===== src/rtl/pipe_skid_stage.sv =====
// pipe_skid_stage: two-entry skid buffer stage with registered in_ready, flush and saturating stall counter
module pipe_skid_stage #(
   parameter int               DATA_W = 32,
   parameter int               IR_W   = 32,
   parameter logic [IR_W-1:0]  NOP_IR = '0,
   parameter int               CNT_W  = 16
) (
   input  logic              clk,
   input  logic              clr,
   input  logic              in_valid,
   output logic              in_ready,
   input  logic [DATA_W-1:0] in_o,
   input  logic [DATA_W-1:0] in_d,
   input  logic [IR_W-1:0]   in_ir,
   input  logic              in_ovf,
   input  logic              flush,
   output logic              out_valid,
   input  logic              out_ready,
   output logic [DATA_W-1:0] out_o,
   output logic [DATA_W-1:0] out_d,
   output logic [IR_W-1:0]   out_ir,
   output logic              out_ovf,
   output logic [1:0]        occupancy,
   output logic [CNT_W-1:0]  stall_cnt
);
   typedef struct packed {
      logic [DATA_W-1:0] o;
      logic [DATA_W-1:0] d;
      logic [IR_W-1:0]   ir;
      logic              ovf;
   } ent_t;
   typedef enum logic [1:0] {EMPTY = 2'd0, ONE = 2'd1, FULL = 2'd2} state_t;
   state_t           state_q, state_d;
   ent_t             main_q, main_d, skid_q, skid_d, in_e;
   logic [CNT_W-1:0] stall_q, stall_d;
   logic             acc, con;
   assign in_e      = {in_o, in_d, in_ir, in_ovf};
   assign out_valid = state_q != EMPTY;
   assign in_ready  = state_q != FULL;
   assign occupancy = state_q;
   assign acc       = in_valid && in_ready;
   assign con       = out_valid && out_ready;
   assign out_o     = out_valid ? main_q.o : '0;
   assign out_d     = out_valid ? main_q.d : '0;
   assign out_ir    = out_valid ? main_q.ir : NOP_IR;
   assign out_ovf   = out_valid && main_q.ovf;
   assign stall_cnt = stall_q;
   always_comb begin
      state_d = state_q;
      main_d  = main_q;
      skid_d  = skid_q;
      stall_d = (out_valid && !out_ready && stall_q != '1) ? stall_q + CNT_W'(1) : stall_q;
      if (flush) state_d = EMPTY;
      else case (state_q)
         EMPTY: if (acc) begin
            main_d  = in_e;
            state_d = ONE;
         end
         ONE: if (con && acc) main_d = in_e;
         else if (con) state_d = EMPTY;
         else if (acc) begin
            skid_d  = in_e;
            state_d = FULL;
         end
         FULL: if (con) begin
            main_d  = skid_q;
            state_d = ONE;
         end
         default: state_d = EMPTY;
      endcase
   end
   always_ff @(posedge clk) begin
      if (!clr) begin
         state_q <= EMPTY;
         stall_q <= '0;
      end else begin
         state_q <= state_d;
         stall_q <= stall_d;
      end
   end
   // payload registers need no reset: out_valid masks them to the bubble
   always_ff @(posedge clk) begin
      main_q <= main_d;
      skid_q <= skid_d;
   end
endmodule


===== config.mk =====
export PLATFORM = sky130hd
export DESIGN_NAME = pipe_skid_stage
export DESIGN_NICKNAME = d
export VERILOG_FILES = /design/src/rtl/pipe_skid_stage.sv
export SDC_FILE = /design/constraint.sdc
export NUM_CORES = 1
export LEC_CHECK = 0
export CAP_MARGIN = 10
export CORE_ASPECT_RATIO = 1.25
export CORE_MARGIN = 2
export CORE_UTILIZATION = 49
export DETAILED_ROUTE_END_ITERATION = 6
export PLACE_DENSITY = 0.88
export RECOVER_POWER = 50
export SLEW_MARGIN = 40
export SYNTH_ARGS = -nofsm -noshare
export SYNTH_HDL_FRONTEND = slang
export SYNTH_SLANG_ARGS = --single-unit
export TNS_END_PERCENT = 20

===== constraint.sdc =====
create_clock -name clk -period 13.7 [get_ports clk]
set_input_delay 2.74 -clock clk [delete_from_list [all_inputs] [get_ports clk]]
set_output_delay 2.74 -clock clk [all_outputs]
set_load 0.01 [all_outputs]

==> results of run 1 <==
==> cell families (layout without fill, tap and decap cells) <==
family          Yosys count  after routing  share of synthesized area
buf+inv                  27            268                     0.0122
mux                     104            104                      0.135
other cells               0              5                          0
simple gates            167            167                      0.117
compound gates           22             22                     0.0167
flops                   212            212                      0.718
fa+ha+maj                 1              1                    0.00145
==> cell type report <==
| type | instances | area share |
|---|---|---|
| diodes | 5 | 0.00106 |
| repair buffers | 225 | 0.189 |
| well taps | 224 | 0.0238 |
| clock inverters | 10 | 0.0109 |
| flip-flops and latches | 212 | 0.525 |
| multi-input cells | 294 | 0.198 |
| clock buffers | 30 | 0.0511 |
| inverters | 3 | 0.000955 |
==> power by group through the flow <==
stage / Sequential (mW) / Clock (mW) / Combinational (mW)
3_5_place_dp: 0.743 / 0 / 0.106
4_1_cts: 0.730 / 0.615 / 0.107
3_3_place_gp: 0.742 / 0 / 0.102
6_report: 0.730 / 0.601 / 0.0992
5_1_grt: 0.731 / 0.638 / 0.107
2_1_floorplan: 0.744 / 0 / 0.0398
==> through the flow <==
step,setup WS (ns),utilization,power (mW)
after floorplan,3.03,-,0.784
after global placement,8.38,0.637,0.844
after detailed placement,8.29,0.637,0.849
after CTS,8.27,0.679,1.45
after global routing,6.99,0.679,1.48
final,7.34,0.679,1.43
==> metal layers <==
layer / part of all wire / routed length (um) / vias to the layer above
met5: 0.00069 / 13 / -
met3: 0.065 / 1220 / 38
li1: - / - / 2448
met4: 0.019 / 355 / 2
met1: 0.42 / 7940 / 2600
met2: 0.50 / 9400 / 235
==> state kept, by name, indices dropped and copies added, names as in the netlist <==
signal / cells
occupancy: 2
skid_q: 97
stall_cnt: 16
main_q: 97
==> Yosys cell counts (3+ instances only) <==
master,count
mux2_2,97
and2_1,97
edfxtp_1,194
nor2_1,4
or3_1,4
o21ai_0,4
nand3_1,9
a21oi_1,10
mux2i_1,7
nor4_1,4
clkbuf_1,21
o31ai_1,3
nand4_1,5
dfxtp_1,18
nand2b_1,8
buf_2,3
nor3_1,5
nand2_1,15
==> path summary, 6_finish.rpt <==
kind	end	slack, ns	startpoint
max	skid_q[82]$_DFFE_PP_	7.34	out_ready
min	stall_cnt[15]$_SDFFE_PN0P_	0.52	stall_cnt[15]$_SDFFE_PN0P_
max reg2reg	skid_q[82]$_DFFE_PP_	9.73	occupancy[1]$_SDFFE_PP0P_
min reg2reg	stall_cnt[15]$_SDFFE_PN0P_	0.52	stall_cnt[15]$_SDFFE_PN0P_
==> critical path, cell delays in order <==
cell	delay (ns)
dlygate4sd3_1	0.61
nand2b_1	0.21
nor3b_1	0.21
clkbuf_1	1.81
buf_4	0.84
==> flow_summary.toml, run 1 <==
[final_layout]
area.growth.synth_to_final_pct = 36.8
drive_gt1_frac = 0.177
final_nets = 861
design_area_mm2 = 0.0118
stdcell_count = 1003
multi_input_area_mm2 = 0.00234
regArea_mm2 = 0.00619
layout.cells.most_common = "edfxtp_1"
layout_common_cells = "edfxtp_1 (194), clkdlybuf4s50_1 (112), dlygate4sd3_1 (106), mux2_2 (97), and2_1 (97)"
fillerInstances = 1143

[route]
antenna_left = 0
num_vias = 5323
via_per_inst = 5.31
drc = 2
dr.pass1.iters = 7
routed_wl_um = 18900
first_iter_violations = 386
routedWlPerCell_um = 18.9

[pwr]
clockPowerShare = 0.420
p_seq_frac = 0.510
p_comb_frac = 0.069
p_per_area_mw_per_mm2 = 121
p_sw_uw = 283
p_int_mw = 1.15
p_sw_frac = 0.198
leakagePower_nw = 3.98
ir_drop_v = 0.0000915

[timing]
fmax_mhz = 157
drv_slew = 89
hold_viol = 0
setup_viol = 0
skew_ns = 0.0126
finalCriticalPeriod_ns = 6.36
fin_crit_sh = 0.464
worst_pin_slew_ns = 2.52
setup_tns_ns = 0
rsz0062_at_grt = "no"
maxSlewHeadroom = -0.682
whs_ns = 0.521

[critical_path]
crit_path_start_kind = "primary input"
required_ns = 13.82
endpoint_kind = "flop"
cp_max_fo = 53
arrival_ns = 6.48
crit_type = "primary input to flop"
reg2reg_depth = 4

[clock_network]
post_cts_resized = 0
ctsHtreeMaxLevel = 1
cts.sinks = 212
cts_root_buf = "clkbuf_16"
clockBufferDepth = 3
numCtsBuffers = 22
clk_latency_ns = 0.49
path_clk_slew_ns = 0.06
postCtsSetupBuffers = 0
cts_hold_buf = 0
tritoncts = "built"

[synth]
ys_types = 36
ys_seq_area_frac = 0.718
async_flop_share = 0
synth_top_area_cell = "edfxtp_1"
synth.yosys.warnings = 0
synth_top_cell_area_share = 0.676
synth_cells = 533
synth_ff_type = "edfxtp_1"
syn-num-nets = 636
synth-seq-cells = 212
synthTopCellsByArea = "edfxtp_1 (68%), mux2_2 (13%), and2_1 (7.0%), dfxtp_1 (4.2%), clkbuf_1 (0.91%)"
netlist_area_mm2 = 0.00862
synth_edf_count = 194
avgSynthCellArea_um2 = 16.2

[floorplan]
die_area_mm2 = 0.0187
rows = 54
core-area_mm2 = 0.0174
initial_core_util = 0.496
top_level_ports = 219
die_w_um = 123
dieHeight_um = 152

[placed_design]
place_area_mm2 = 0.0111
place.gp.congestion = 0.864
dp_cells = 958
dp_hpwl_um = 12400
numPortBuffers = 218

[grt]
grt_overflow_total = 0
antenna_found_initial = 6
gr-usage-met3 = 0.0397
first_global_vias = 5409
grt_max_degree = 99
grt_use_met1 = 0.262
gr-usage-met2 = 0.335
gr-max-usage-layer = "met2"
grt_pass1_wl_um = 29100
grtUsageTotal = 0.198

[worst_hold_path]
worstHoldPathCells = 2
hold_path.class = "flop to flop"

[status]
violations = "DRC, capacitance limit, slew limit"
status = "finished, violations left"

[run]
maxCapViolCount = 2
No activity file was read; power rests on OpenSTA's default activity.
==> inputs of run 2 (changes only) <==
- CORE_UTILIZATION: 49 -> 44
- PLACE_DENSITY: 0.88 -> 0.84
- clock period: 13.7 -> 5.39 ns (I/O delays scaled with it)
==> run 2 against run 1 <==
  * The flow finishes with violations (capacitance limit, slew limit)
  * Die area rose by 11%
  * Critical path depth down 1
  * Final cell count is 3.5% higher
  * Combinational power is 150% higher
  * Global-route usage down 2.9 points
  * Register-to-register slack got worse by 8.7 ns
  * Highest routed layer is now met4
  * Hold slack got worse by 0.018 ns
  * Largest cell class unchanged
==> flow_summary.toml, run 2 (synthesis results as in run 1) <==
[placed_design]
place_area_mm2 = 0.0111
dpl_worst_slack_ns = 1.86
numPortBuffers = 218
dp_hpwl_um = 11800
place.gp.congestion = 0.833
dp_cells = 999

[grt]
grtUsageTotal = 0.169
grt_pass1_wl_um = 27900
grt_overflow_total = 0
antenna_found_initial = 1
gr-usage-met2 = 0.294
grt_use_met1 = 0.210
gr-max-usage-layer = "met2"
grt_max_degree = 57
gr-usage-met3 = 0.0390
first_global_vias = 5284

[pwr]
power_mw = 3.64
ir_drop_v = 0.000258
p_per_area_mw_per_mm2 = 308
leakagePower_nw = 3.98

[floorplan]
rows = 57
die_w_um = 129
dieHeight_um = 160
core-area_mm2 = 0.0193
top_level_ports = 219
die_area_mm2 = 0.0207
initial_core_util = 0.446

[timing]
setup_viol = 0
fmax_mhz = 232
fin_ws_ns = 1.07
worst_pin_slew_ns = 2.88
whs_ns = 0.503
hold_viol = 0
fin_crit_sh = 0.801
setup_tns_ns = 0
skew_ns = 0.00731
drv_slew = 150
finalCriticalPeriod_ns = 4.32
maxSlewHeadroom = -0.923
rsz0062_at_grt = "no"

[clock_network]
tritoncts = "built"
cts.sinks = 212
clk_latency_ns = 0.49
post_cts_resized = 0
ctsHtreeMaxLevel = 1
numCtsBuffers = 21
path_clk_slew_ns = 0.06
postCtsSetupBuffers = 0
cts_hold_buf = 0
cts_root_buf = "clkbuf_16"
clockBufferDepth = 3

[final_layout]
fillerInstances = 1449
final_nets = 860
layout_common_cells = "edfxtp_1 (194), clkdlybuf4s50_1 (112), dlygate4sd3_1 (106), mux2_2 (97), and2_1 (97)"
finish.utilization = 0.611
layout.cells.most_common = "edfxtp_1"
area.growth.synth_to_final_pct = 37.1
multi_input_area_mm2 = 0.00233
stdcell_count = 1038
drive_gt1_frac = 0.178
regArea_mm2 = 0.00619
design_area_mm2 = 0.0118

[route]
num_vias = 5149
routed_wl_um = 17900
first_iter_violations = 308
dr.pass1.iters = 4
antenna_left = 0
drc = 0
via_per_inst = 4.96
routedWlPerCell_um = 17.3

[critical_path]
cp_slowest_cell = "clkbuf_1"
worstPathCellList = "nor2b_1, clkbuf_1, buf_4, mux2_2"
crit_path_start_kind = "flop"
endpoint_kind = "flop"
slowest_delay_ns = 2.02
cp_max_fo = 50
crit_type = "flop to flop"
required_ns = 5.63
path_buf_inv = 2
arrival_ns = 4.56
cp_top_family = "buffers and inverters"

[status]
status = "finished, violations left"
violations = "capacitance limit, slew limit"

[worst_hold_path]
hold_path.class = "flop to flop"

[run]
maxCapViolCount = 3
[run 2: worst paths after layout]
| path | from | endpoint | slack [ns] | depth (start not counted) |
|---|---|---|---|---|
| hold reg to reg | stall_cnt[15]$_SDFFE_PN0P_ | stall_cnt[15]$_SDFFE_PN0P_ | 0.50 | 2 |
| setup reg to reg | occupancy[1]$_SDFFE_PP0P_ | main_q[49]$_DFFE_PP_ | 1.07 | 4 |
| hold / removal | stall_cnt[15]$_SDFFE_PN0P_ | stall_cnt[15]$_SDFFE_PN0P_ | 0.50 | 2 |
| setup / recovery | occupancy[1]$_SDFFE_PP0P_ | main_q[49]$_DFFE_PP_ | 1.07 | 4 |
[run 2: power breakdown]
part	total [mW]	internal [mW]	switching, mW
combinational	0.247	0.143	0.103
clock	1.54	0.952	0.590
sequential	1.85	1.84	0.0103
[run 2: tightest hold or removal path, cell delays in order (launching register included)]
cell	delay [ns]
dfxtp_1	0.34
nand2_1	0.06
mux2i_1	0.06
[run 2: final cells by class]
type | instances | share of cell area
timing repair buffer | 225 | 0.188
clock inverter | 14 | 0.0165
clock buffer | 23 | 0.0451
multi-input combinational | 294 | 0.197
antenna | 2 | 0.000424
tap | 265 | 0.0281
inverter | 3 | 0.000953
sequential | 212 | 0.524
[run 2: metal layers]
| metal | vias to the layer above | part of all wire | wire length [um] |
|---|---|---|---|
| li1 | 2453 | - | - |
| met1 | 2467 | 0.41 | 7310 |
| met2 | 197 | 0.50 | 8970 |
| met3 | 32 | 0.069 | 1230 |
| met4 | 0 | 0.023 | 420 |
| met5 | - | 0 | 0 |
==> inputs of run 3 (changes only) <==
- CORE_UTILIZATION: 44 -> 49
- PLACE_DENSITY: 0.84 -> 0.88
- clock period: 5.39 -> 4.5 ns (I/O delays scaled with it)
==> run 3 against run 2 <==
  * The flow still finishes with violations (capacitance limit, slew limit)
  * Sequential share of layout area increased by 0.41 points
  * Clock power up 9%
  * Critical endpoint is now main_q[55]$_DFFE_PP_
  * Highest routed layer unchanged
  * Critical path type is now primary input to flop
  * Wire length grew 2.0%
  * Global-route usage is 2.4 points higher
  * Core utilization grew 6.4 points
  * Register-to-register slack gained 0.40 ns
==> flow_summary.toml, run 3 (synthesis results as in run 1) <==
[worst_hold_path]
worstHoldStart = "stall_cnt[10]$_SDFFE_PN0P_"
min_to = "stall_cnt[10]$_SDFFE_PN0P_"
hold_path.class = "flop to flop"
worstHoldPathCells = 2

[floorplan]
core-area_mm2 = 0.0174
initial_core_util = 0.496
top_level_ports = 219
die_area_mm2 = 0.0187
die_w_um = 123
rows = 54
dieHeight_um = 152

[timing]
hold_viol = 0
setup_viol = 0
finalCriticalPeriod_ns = 3.64
drv_slew = 140
setup_tns_ns = 0
fmax_mhz = 275
rsz0062_at_grt = "no"
skew_ns = 0.00909
worst_pin_slew_ns = 2.31
maxSlewHeadroom = -0.543
fin_crit_sh = 0.809

[final_layout]
layout_common_cells = "edfxtp_1 (194), clkdlybuf4s50_1 (110), dlygate4sd3_1 (108), mux2_2 (97), and2_1 (97)"
fillerInstances = 1152
layout.cells.most_common = "edfxtp_1"
stdcell_count = 1002
drive_gt1_frac = 0.174
area.growth.synth_to_final_pct = 36.0
final_nets = 862
design_area_mm2 = 0.0117

[grt]
grt_use_met1 = 0.237
grt_overflow_total = 0
gr-max-usage-layer = "met2"
antenna_found_initial = 4
gr-usage-met3 = 0.0393
first_global_vias = 5410
gr-usage-met2 = 0.339
grtUsageTotal = 0.193
grt_pass1_wl_um = 28500
grt_max_degree = 66

[pwr]
clockPowerShare = 0.401
p_sw_uw = 834
p_comb_frac = 0.071
p_per_area_mw_per_mm2 = 359
p_sw_frac = 0.198
leakagePower_nw = 3.96
p_int_mw = 3.37
ir_drop_v = 0.000294
p_seq_frac = 0.528

[route]
drc = 0
via_per_inst = 5.22
first_iter_violations = 416
routedWlPerCell_um = 18.2
num_vias = 5232
routed_wl_um = 18300
dr.pass1.iters = 4
antenna_left = 0

[critical_path]
rr_endpoint = "main_q[55]$_DFFE_PP_"
reg2reg_from = "occupancy[1]$_SDFFE_PP0P_"
reg2reg_depth = 4
r2r_slack_ns = 1.47
crit_path_start_kind = "primary input"
endpoint_kind = "flop"
required_ns = 4.55
arrival_ns = 3.69
slowest_delay_ns = 1.66
cp_slowest_cell = "clkbuf_1"
crit_type = "primary input to flop"
cp_max_fo = 40
worstPathCellList = "dlygate4sd3_1, nand2b_1, nand2_1, a21oi_4, clkbuf_1"
path_buf_inv = 2
worstSetupStartpoint = "out_ready"
cp_top_family = "buffers and inverters"
crit_cells = 5

[status]
violations = "capacitance limit, slew limit"
status = "finished, violations left"

[clock_network]
cts.sinks = 212
cts_hold_buf = 0
postCtsSetupBuffers = 0
cts_root_buf = "clkbuf_16"
path_clk_slew_ns = 0.06
clk_latency_ns = 0.49
ctsHtreeMaxLevel = 1
post_cts_resized = 0
tritoncts = "built"
clockBufferDepth = 3
numCtsBuffers = 22

[placed_design]
dp_cells = 959
dp_hpwl_um = 12200
numPortBuffers = 218
place_area_mm2 = 0.0111
place.gp.congestion = 0.876

[run]
maxCapViolCount = 3
run 3: layout make-up:
class	count	area [um2]	area share
Sequential cell	212	6190	0.528
Multi-Input combinational cell	294	2330	0.199
Timing Repair Buffer	226	2230	0.190
Clock buffer	29	598	0.0510
Tap cell	224	280	0.0239
Clock inverter	10	72.6	0.00619
Inverter	3	11.3	0.000961
Antenna cell	4	10.0	0.000854
run 3: through the flow:
| step | worst slack, ns | total power [mW] | util | hold slack (ns) |
|---|---|---|---|---|
| after floorplan | 0.231 | 2.38 | - | 0.507 |
| after global placement | 1.24 | 2.57 | 0.638 | 0.483 |
| after detailed placement | 1.43 | 2.58 | 0.638 | 0.501 |
| after CTS | 0.954 | 4.27 | 0.677 | 0.515 |
| after global routing | 0.660 | 4.35 | 0.675 | 0.542 |
| final | 0.860 | 4.20 | 0.675 | 0.517 |
run 3: how the worst max path moves through the flow:
stage                                      end  slack (ns)
after floorplan            main_q[0]$_DFFE_PP_        0.23
after global placement              out_ir[19]        1.24
after detailed placement  main_q[57]$_DFFE_PP_        1.43
after CTS                            out_d[29]        0.95
after global routing      main_q[36]$_DFFE_PP_        0.66
final                     main_q[55]$_DFFE_PP_        0.86
run 3: tightest hold or removal path: cells and delay by family (launching register included):
kind             cells  cell delay [ns]
multiplexers         1             0.06
flip-flops           1             0.34
AND/OR/NAND/NOR      1             0.06
run 3: power by group through the flow:
| stage | combinational, mW | clock, mW | sequential [mW] |
|---|---|---|---|
| after CTS | 0.323 | 1.73 | 2.22 |
| after global routing | 0.321 | 1.80 | 2.22 |
| after floorplan | 0.122 | 0 | 2.26 |
| final | 0.299 | 1.68 | 2.22 |
| after detailed placement | 0.320 | 0 | 2.26 |
| after global placement | 0.308 | 0 | 2.26 |
run 3: layer usage:
metal,wire (um),vias up
met5,0,-
met4,443,0
met3,1070,40
met2,9450,200
met1,7320,2544
li1,-,2448
